==> src/rtl/color_pkg.sv <==
// Shared types for the dominant colour detector.
// Colour codes match the HEX display stage encoding.
package color_pkg;

  typedef enum logic [1:0] {
    COLOR_RED   = 2'd0,
    COLOR_GREEN = 2'd1,
    COLOR_BLUE  = 2'd2,
    COLOR_NONE  = 2'd3
  } color_t;

  typedef enum logic [1:0] {
    S_IDLE,
    S_ACCUM,
    S_DRAIN,
    S_DECIDE
  } state_t;

endpackage

==> src/rtl/pixel_classifier.sv <==
// Combinational per-pixel vote: a channel votes only if it beats
// both other channels by at least THRESH.
module pixel_classifier
  import color_pkg::*;
#(
  parameter int THRESH = 16
) (
  input  logic [7:0] r,
  input  logic [7:0] g,
  input  logic [7:0] b,
  output logic       vote_valid,
  output color_t     vote
);

  logic [8:0] r9, g9, b9;
  logic [8:0] rt, gt, bt;
  logic       r_win, g_win, b_win;

  assign r9 = {1'b0, r};
  assign g9 = {1'b0, g};
  assign b9 = {1'b0, b};

  assign rt = r9 + 9'(THRESH);
  assign gt = g9 + 9'(THRESH);
  assign bt = b9 + 9'(THRESH);

  assign r_win = (r9 >= gt) && (r9 >= bt);
  assign g_win = (g9 >= rt) && (g9 >= bt);
  assign b_win = (b9 >= rt) && (b9 >= gt);

  always_comb begin
    vote_valid = 1'b0;
    vote       = COLOR_NONE;
    unique case (1'b1)
      r_win: begin
        vote_valid = 1'b1;
        vote       = COLOR_RED;
      end
      g_win: begin
        vote_valid = 1'b1;
        vote       = COLOR_GREEN;
      end
      b_win: begin
        vote_valid = 1'b1;
        vote       = COLOR_BLUE;
      end
      default: begin
        vote_valid = 1'b0;
        vote       = COLOR_NONE;
      end
    endcase
  end

endmodule

==> src/rtl/dominant_color_detect.sv <==
// Windowed majority vote of dominant RGB channel per pixel.
// Define DOMINANT_HYST_EN to require two equal decisions before main changes.
module dominant_color_detect
  import color_pkg::*;
#(
  parameter int WINDOW    = 64,
  parameter int THRESH    = 16,
  parameter int MIN_VOTES = 8
) (
  input  logic       clk,
  input  logic       reset_n,
  input  logic       start,
  input  logic       pixel_valid,
  output logic       pixel_ready,
  input  logic [7:0] r,
  input  logic [7:0] g,
  input  logic [7:0] b,
  output logic [1:0] main,
  output logic       main_valid,
  output logic       busy
);

  localparam int CW = $clog2(WINDOW + 1);

  state_t          state;
  color_t          main_q;
  color_t          vote;
  color_t          vote_q;
  color_t          winner;
  color_t          raw_win;
  logic            vote_valid;
  logic            vote_vld_q;
  logic            accept;
  logic            last;
  logic [CW-1:0]   pix_cnt;
  logic [CW-1:0]   cnt_r, cnt_g, cnt_b;
  logic [CW-1:0]   top_cnt;
`ifdef DOMINANT_HYST_EN
  color_t          last_winner;
`endif

  pixel_classifier #(.THRESH(THRESH)) u_cls (
    .r          (r),
    .g          (g),
    .b          (b),
    .vote_valid (vote_valid),
    .vote       (vote)
  );

  assign pixel_ready = (state == S_ACCUM);
  assign busy        = (state != S_IDLE);
  assign main        = main_q;
  assign accept      = pixel_valid & pixel_ready;
  assign last        = accept && (pix_cnt == CW'(WINDOW - 1));

  // strict maximum; any tie for the top leaves raw_win at NONE
  always_comb begin
    raw_win = COLOR_NONE;
    top_cnt = '0;
    unique case (1'b1)
      (cnt_r > cnt_g) && (cnt_r > cnt_b): begin
        raw_win = COLOR_RED;
        top_cnt = cnt_r;
      end
      (cnt_g > cnt_r) && (cnt_g > cnt_b): begin
        raw_win = COLOR_GREEN;
        top_cnt = cnt_g;
      end
      (cnt_b > cnt_r) && (cnt_b > cnt_g): begin
        raw_win = COLOR_BLUE;
        top_cnt = cnt_b;
      end
      default: begin
        raw_win = COLOR_NONE;
        top_cnt = '0;
      end
    endcase
    winner = (32'(top_cnt) >= MIN_VOTES) ? raw_win : COLOR_NONE;
  end

  always_ff @(posedge clk or negedge reset_n) begin
    if (!reset_n) begin
      state       <= S_IDLE;
      main_q      <= COLOR_NONE;
      main_valid  <= 1'b0;
      vote_q      <= COLOR_NONE;
      vote_vld_q  <= 1'b0;
      pix_cnt     <= '0;
      cnt_r       <= '0;
      cnt_g       <= '0;
      cnt_b       <= '0;
`ifdef DOMINANT_HYST_EN
      last_winner <= COLOR_NONE;
`endif
    end else begin
      main_valid <= 1'b0;
      if (start) begin
        state      <= S_ACCUM;
        vote_vld_q <= 1'b0;
        pix_cnt    <= '0;
        cnt_r      <= '0;
        cnt_g      <= '0;
        cnt_b      <= '0;
      end else begin
        vote_vld_q <= accept & vote_valid;
        if (accept) begin
          vote_q <= vote;
        end
        if (vote_vld_q) begin
          unique case (vote_q)
            COLOR_RED:   cnt_r <= cnt_r + CW'(1);
            COLOR_GREEN: cnt_g <= cnt_g + CW'(1);
            COLOR_BLUE:  cnt_b <= cnt_b + CW'(1);
            default:     ;
          endcase
        end
        unique case (state)
          S_IDLE: ;
          S_ACCUM: begin
            if (accept) begin
              pix_cnt <= pix_cnt + CW'(1);
            end
            if (last) begin
              state <= S_DRAIN;
            end
          end
          S_DRAIN: state <= S_DECIDE;
          S_DECIDE: begin
            state      <= S_IDLE;
            main_valid <= 1'b1;
`ifdef DOMINANT_HYST_EN
            if (winner == last_winner) begin
              main_q <= winner;
            end
            last_winner <= winner;
`else
            main_q <= winner;
`endif
          end
          default: state <= S_IDLE;
        endcase
      end
    end
  end

endmodule

==> config.mk <==
export PLATFORM = sky130hd
export DESIGN_NAME = dominant_color_detect
export DESIGN_NICKNAME = d
export VERILOG_FILES = /design/src/rtl/color_pkg.sv /design/src/rtl/pixel_classifier.sv /design/src/rtl/dominant_color_detect.sv
export SDC_FILE = /design/constraint.sdc
export NUM_CORES = 1
export LEC_CHECK = 0
export ABC_AREA = 1
export CAP_MARGIN = 10
export CORE_ASPECT_RATIO = 1.5
export CORE_MARGIN = 8
export CORE_UTILIZATION = 45
export DETAILED_ROUTE_END_ITERATION = 8
export SKIP_CTS_REPAIR_TIMING = 1
export SLEW_MARGIN = 40
export SYNTH_ARGS = -nofsm -noshare
export SYNTH_HDL_FRONTEND = slang
export SYNTH_SLANG_ARGS = --single-unit
==> constraint.sdc <==
create_clock -name clk -period 2.3 [get_ports clk]
set_clock_uncertainty 0.05 [all_clocks]
set_input_delay 0.23 -clock clk [delete_from_list [all_inputs] [get_ports clk]]
set_output_delay 0.23 -clock clk [all_outputs]
set_load 0.05 [all_outputs]
==> results of run 1 <==
-- state kept, by name, indices dropped and copies added (netlist names) --
register and cells:
state 2, main 2, vote_q 2, cnt_g 7
cnt_b 7, vote_vld_q 1, pix_cnt 7, main_valid 1
cnt_r 7
-- final cells by class --
cell class	count	share of cell area
Clock buffer	7	0.0346
Clock inverter	1	0.00680
Inverter	82	0.0697
Multi-Input combinational cell	387	0.545
Sequential cell	36	0.205
Tap cell	105	0.0297
Timing Repair Buffer	52	0.109
-- synth_stat cells (4+ instances only) --
library cell	count
nand2_1	129
dfrtp_1	32
nor3_1	14
a31oi_1	5
inv_1	78
ha_1	73
o21ai_0	21
inv_2	4
a21oi_1	32
xor2_1	4
nand3_1	41
nor2_1	31
nand3b_1	4
nand4_1	13
dfstp_2	4
-- through the flow --
step | area [um^2] | power (uW) | setup slack (ns)
floorplan | 3620 | 1070 | 0.596
global placement | 4210 | 1290 | -0.0759
detailed placement | 4210 | 1300 | -0.122
CTS | 4390 | 2130 | 0.150
global route | 4420 | 2260 | 0.00305
finish | 4420 | 2120 | 0.153
-- power by group through the flow --
stage          clock network (uW)  registers [uW]  logic [uW]
2_1_floorplan                   0             716         354
3_3_place_gp                    0             705         583
3_5_place_dp                    0             707         594
4_1_cts                       841             696         597
5_1_grt                       870             699         690
6_report                      828             695         597
-- logic make-up (layout without fill, tap and decap cells) --
group                      count (synthesis)  after routing  synth area share
AOI/OAI and AO/OA                         63             63            0.0913
DFF                                       36             36             0.251
buffers and inverters                     85            142            0.0882
adders and majority gates                 73             73             0.253
xor gates and xnor gates                   7              7            0.0170
and+or+nand+nor                          244            244             0.300
-- worst paths after layout --
check,startpoint,end
worst min-delay path,reset_n,cnt_r[3]
min in group clk,main[1],main[1]
worst min register to register,main[1],main[1]
worst max register to register,cnt_r[2],main[0]
max in group asynchronous,reset_n,main[1]
worst max-delay path,g[4],vote_q[0]
-- routing by layer --
layer,GRT usage,share of wire,up-vias,wire length (um)
li1,-,-,1788,-
met1,0.167,0.36,1608,3330
met2,0.336,0.54,107,5090
met3,0.0286,0.032,48,299
met4,0.144,0.068,0,641
met5,0,0,-,0
==> qor.yml, run 1 <==
grt_pass1_wl_um: 16100
htreeDepth: 2
synth_cells: 508
synth-edff-count: 0
postRouteAntennaNets: 0
seqPwrFrac: 0.328
port_buffers: 32
slowest_stage: "clkdlybuf4s50_1"
io_pins: 33
synthFlopType: "dfrtp_1"
grt_pass1_vias: 3761
wl_um: 9360
nets: 665
synthArstFlopShare: 1.00
yosys.area.top_type: "ha_1"
grt_overflow: 0
switching_power_uw: 628
worstSetupPathType: "primary input to flop"
leakagePower_uw: 0.00227
cp_max_fo: 3
multi_input_area_um2: 2410
place_inst: 661
final_max_slew_viol_count: 0
die_h_um: 126
rsz0062_at_grt: "no"
cp_top_family: "simple AND/OR/NAND/NOR gates"
synth_top_area_frac: 0.253
fmax_ghz: 0.466
fin_util: 0.559
wire_per_inst_um: 14.0
intPower_uw: 1490
nFillCells: 787
fp.dieArea_um2: 11200
critPathMostFrequentCell: "nand2_1"
cts_buffers: 5
dr.first_iter.drc_count: 91
start_util: 0.457
synthTopCellsByArea: "ha_1 (25%), dfrtp_1 (22%), nand2_1 (13%), inv_1 (8.1%), nand3_1 (5.7%)"
clk_pin_slew_ns: 0.05
vias_per_cell: 5.30
synth_warnings: 0
die_w_um: 89.2
fin_tns_setup_ns: 0
layout_common_cells: "nand2_1 (129), inv_1 (78), ha_1 (73), nand3_1 (41)"
drc: 0
cts_root_buf: "clkbuf_16"
crit_chain: "clkdlybuf4s50_1 -> ha_1 -> xnor2_2 -> ha_1 -> nand2_1 -> nand2_1 -> nand3_1 -> nand2_1 -> a21oi_1 -> nand3_1 -> nand2_1 -> nand3_1 -> nand2_1 -> nand2_1 -> nand2_1"
hold_viol_final: 0
worst_slew_pin_slew_ns: 0.504
grt_max_degree: 37
status: "finished clean"
p_per_area_nw_per_um2: 480
syn_nets: 609
synth_cell_type_count: 27
pwr-share-comb: 0.282
syn2layout_area_growth_pct: 22.1
grt_usage: 0.182
slew_headroom: 0.663
layout-drive-gt1-share: 0.0867
regArea_um2: 906
clock_latency_ns: 0.28
dr.pass1.iters: 4
fp-row-count: 40
gp_congestion: 0.903
holdWs_ns: 0.387
core_area_um2: 7910
ir_drop_mv: 0.311
cp.depth: 15
syn-cell-area_um2: 3620
crit_arrival_ns: 2.32
p_clk_frac: 0.390
finalNonFillerCells: 670
reg2regPathDepth: 10
via_count: 3551
switching_share: 0.296
endpoint_kind: "flop"
r2r_setup_slack_ns: 0.51
hold_class: "primary input to asynchronous set/reset pin"
cts.path.max_buffers: 2
mostFrequentLayoutCell: "nand2_1"
hpwlAfterDp_um: 7880
worstSetupStartpointType: "primary input"
cp_data_required_time_ns: 2.48
ys_seq_area_frac: 0.251
fin_crit_ns: 2.15
finalSetupViolations: 0
ys_ff_latch: 36
cts.sinks: 36
grt_antenna_before_repair: 0
critPathMaxStageDelay_ns: 0.48
maxCapViolCount: 0
antennaDiodeCount: 0
finalCritPeriodShare: 0.933
cts_tree: "done"
syn_avg_cell_area_um2: 7.12
path_buf_inv: 1
Note: power is estimated with default switching activity, not from simulation.
==> run 2: changes to the inputs <==
RECOVER_POWER = 50   (was not set)
==> run 2 against run 1 <==
Worst setup slack barely moved; sequential power about the same; sequential share of layout area barely moved; critical endpoint unchanged; final cell count did not move; sequential cell count unchanged; non-clock buffer count did not move; die area stayed put; combinational power about the same; clock-buffer cell count unchanged; worst hold slack better by 0.030 ns; utilization decreased by 0.079 points; design area shrank 0.14%.
==> qor.yml, run 2 (synthesis results as in run 1) <==
grt_pass1_wl_um: 16100  # unchanged
dr.pass1.iters: 4  # unchanged
io_pins: 33  # unchanged
crit_arrival_ns: 2.32  # about the same
wire_per_inst_um: 14.0  # -0.12%
grt_antenna_before_repair: 0  # unchanged
grt_pass1_vias: 3761  # unchanged
postPlaceCellArea_um2: 4210  # unchanged
layout_common_cells: "nand2_1 (129), inv_1 (78), ha_1 (73), nand3_1 (41)"
leakagePower_uw: 0.00226  # -0.18%
worstSetupPathType: "primary input to flop"
cts.sinks: 36  # unchanged
slew_headroom: 0.393  # -0.270
drc: 0  # unchanged
cp-startpoint: "g[4]"
crit_chain: "clkdlybuf4s50_1 -> ha_1 -> xnor2_2 -> ha_1 -> nand2_1 -> nand2_1 -> nand3_1 -> nand2_1 -> a21oi_1 -> nand3_1 -> nand2_1 -> nand3_1 -> nand2_1 -> nand2_1 -> nand2_1"
start_util: 0.457  # unchanged
finalSetupViolations: 0  # unchanged
dr.first_iter.drc_count: 91  # unchanged
fp-row-count: 40  # unchanged
hpwlAfterDp_um: 7880  # unchanged
mostFrequentLayoutCell: "nand2_1"
cp_max_fo: 3  # unchanged
antennaDiodeCount: 0  # unchanged
cts_tree: "done"
critPathMostFrequentCell: "nand2_1"
clock_latency_ns: 0.28  # about the same
core_area_um2: 7910  # unchanged
cts_buffers: 5  # unchanged
nFillCells: 790  # +0.38%
multi_input_area_um2: 2410  # unchanged
port_buffers: 32  # unchanged
critPathMaxStageDelay_ns: 0.48  # about the same
rsz0062_at_grt: "no"
fp.dieArea_um2: 11200  # unchanged
ir_drop_mv: 0.311  # about the same
layout-drive-gt1-share: 0.0850  # -0.00177
final_max_slew_viol_count: 0  # unchanged
vias_per_cell: 5.28  # -0.37%
cts.path.max_buffers: 2  # unchanged
grt_usage: 0.182  # unchanged
reg2reg_from: "cnt_r[2]"
via_count: 3538  # -0.37%
hold_start: "main[1]"
syn2layout_area_growth_pct: 22.0
fmax_ghz: 0.466  # about the same
die_w_um: 89.2  # unchanged
regArea_um2: 906  # unchanged
fin_util: 0.558  # -0.000791
die_h_um: 126  # unchanged
slowest_stage: "clkdlybuf4s50_1"
finalCritPeriodShare: 0.934  # about the same
nets: 665  # unchanged
worstSetupStartpointType: "primary input"
hold_viol_final: 0  # unchanged
worst_slew_pin_slew_ns: 0.910  # +0.406 ns
postRouteAntennaNets: 0  # unchanged
cp_data_required_time_ns: 2.48  # about the same
wl_um: 9350  # -0.12%
hold_class: "flop to flop"
maxCapViolCount: 0  # unchanged
grt_overflow: 0  # unchanged
htreeDepth: 2  # unchanged
clk_pin_slew_ns: 0.05  # about the same
gp_congestion: 0.903  # unchanged
cts_root_buf: "clkbuf_16"
grt_max_degree: 37  # unchanged
power_uw: 2120  # -0.12%
fin_crit_ns: 2.15  # +0.0000420 ns
p_per_area_nw_per_um2: 480  # about the same
cp_top_family: "simple AND/OR/NAND/NOR gates"
endpoint_kind: "flop"
holdWs_ns: 0.417  # +0.0301 ns
path_buf_inv: 1  # unchanged
stdcell_area_um2: 4410  # -0.14%
place_inst: 661  # unchanged
status: "finished clean"
finalNonFillerCells: 670  # unchanged
## run 2: cell types whose count changed in the layout (fill, tap and decap cells not counted)
cell	delta
clkbuf_2	+1
clkbuf_1	+1
buf_4	-2
dlygate4sd3_1	+1
clkdlybuf4s50_1	-1
## run 2: path summary, 6_finish.rpt
kind,slack [ns],end,depth (start not counted)
worst max-delay path,0.15,vote_q[0],15
worst min-delay path,0.42,main[1],2
worst max register to register,0.51,main[0],10
worst min register to register,0.42,main[1],2
max in group asynchronous,1.07,pix_cnt[3],2
min in group asynchronous,0.56,cnt_r[4],2
## run 2: area by class of cell
cell class              instances  share of cell area
clock inverters                 1             0.00681
repair buffers                 52               0.108
clock buffers                   7              0.0346
inverters                      82              0.0698
flip-flops and latches         36               0.205
well taps                     105              0.0298
multi-input cells             387               0.546
## run 2: tightest hold or removal path, delay by kind of cell (launching register included)
family | cells | cell delay, ns
flops | 1 | 0.36
simple gates | 2 | 0.10
## run 2: power by group
part           internal [uW]  switching [uW]
combinational            251             345
clock                    570             257
sequential               671            25.0
total                   1490             627
## run 2: through the flow
stage / TNS, ns / worst slack, ns
finish: 0 / 0.153
global route: 0 / 0.00305
CTS: 0 / 0.150
detailed placement: -0.276 / -0.122
global placement: -0.151 / -0.0759
floorplan: 0 / 0.596
## run 2: per-layer routing
layer | vias up | routed length, um | global-route usage | part of all wire
met1 | 1604 | 3340 | 0.167 | 0.36
li1 | 1789 | - | - | -
met3 | 46 | 289 | 0.0286 | 0.031
met5 | - | 0 | 0 | 0
met2 | 99 | 5090 | 0.336 | 0.54
met4 | 0 | 628 | 0.144 | 0.067
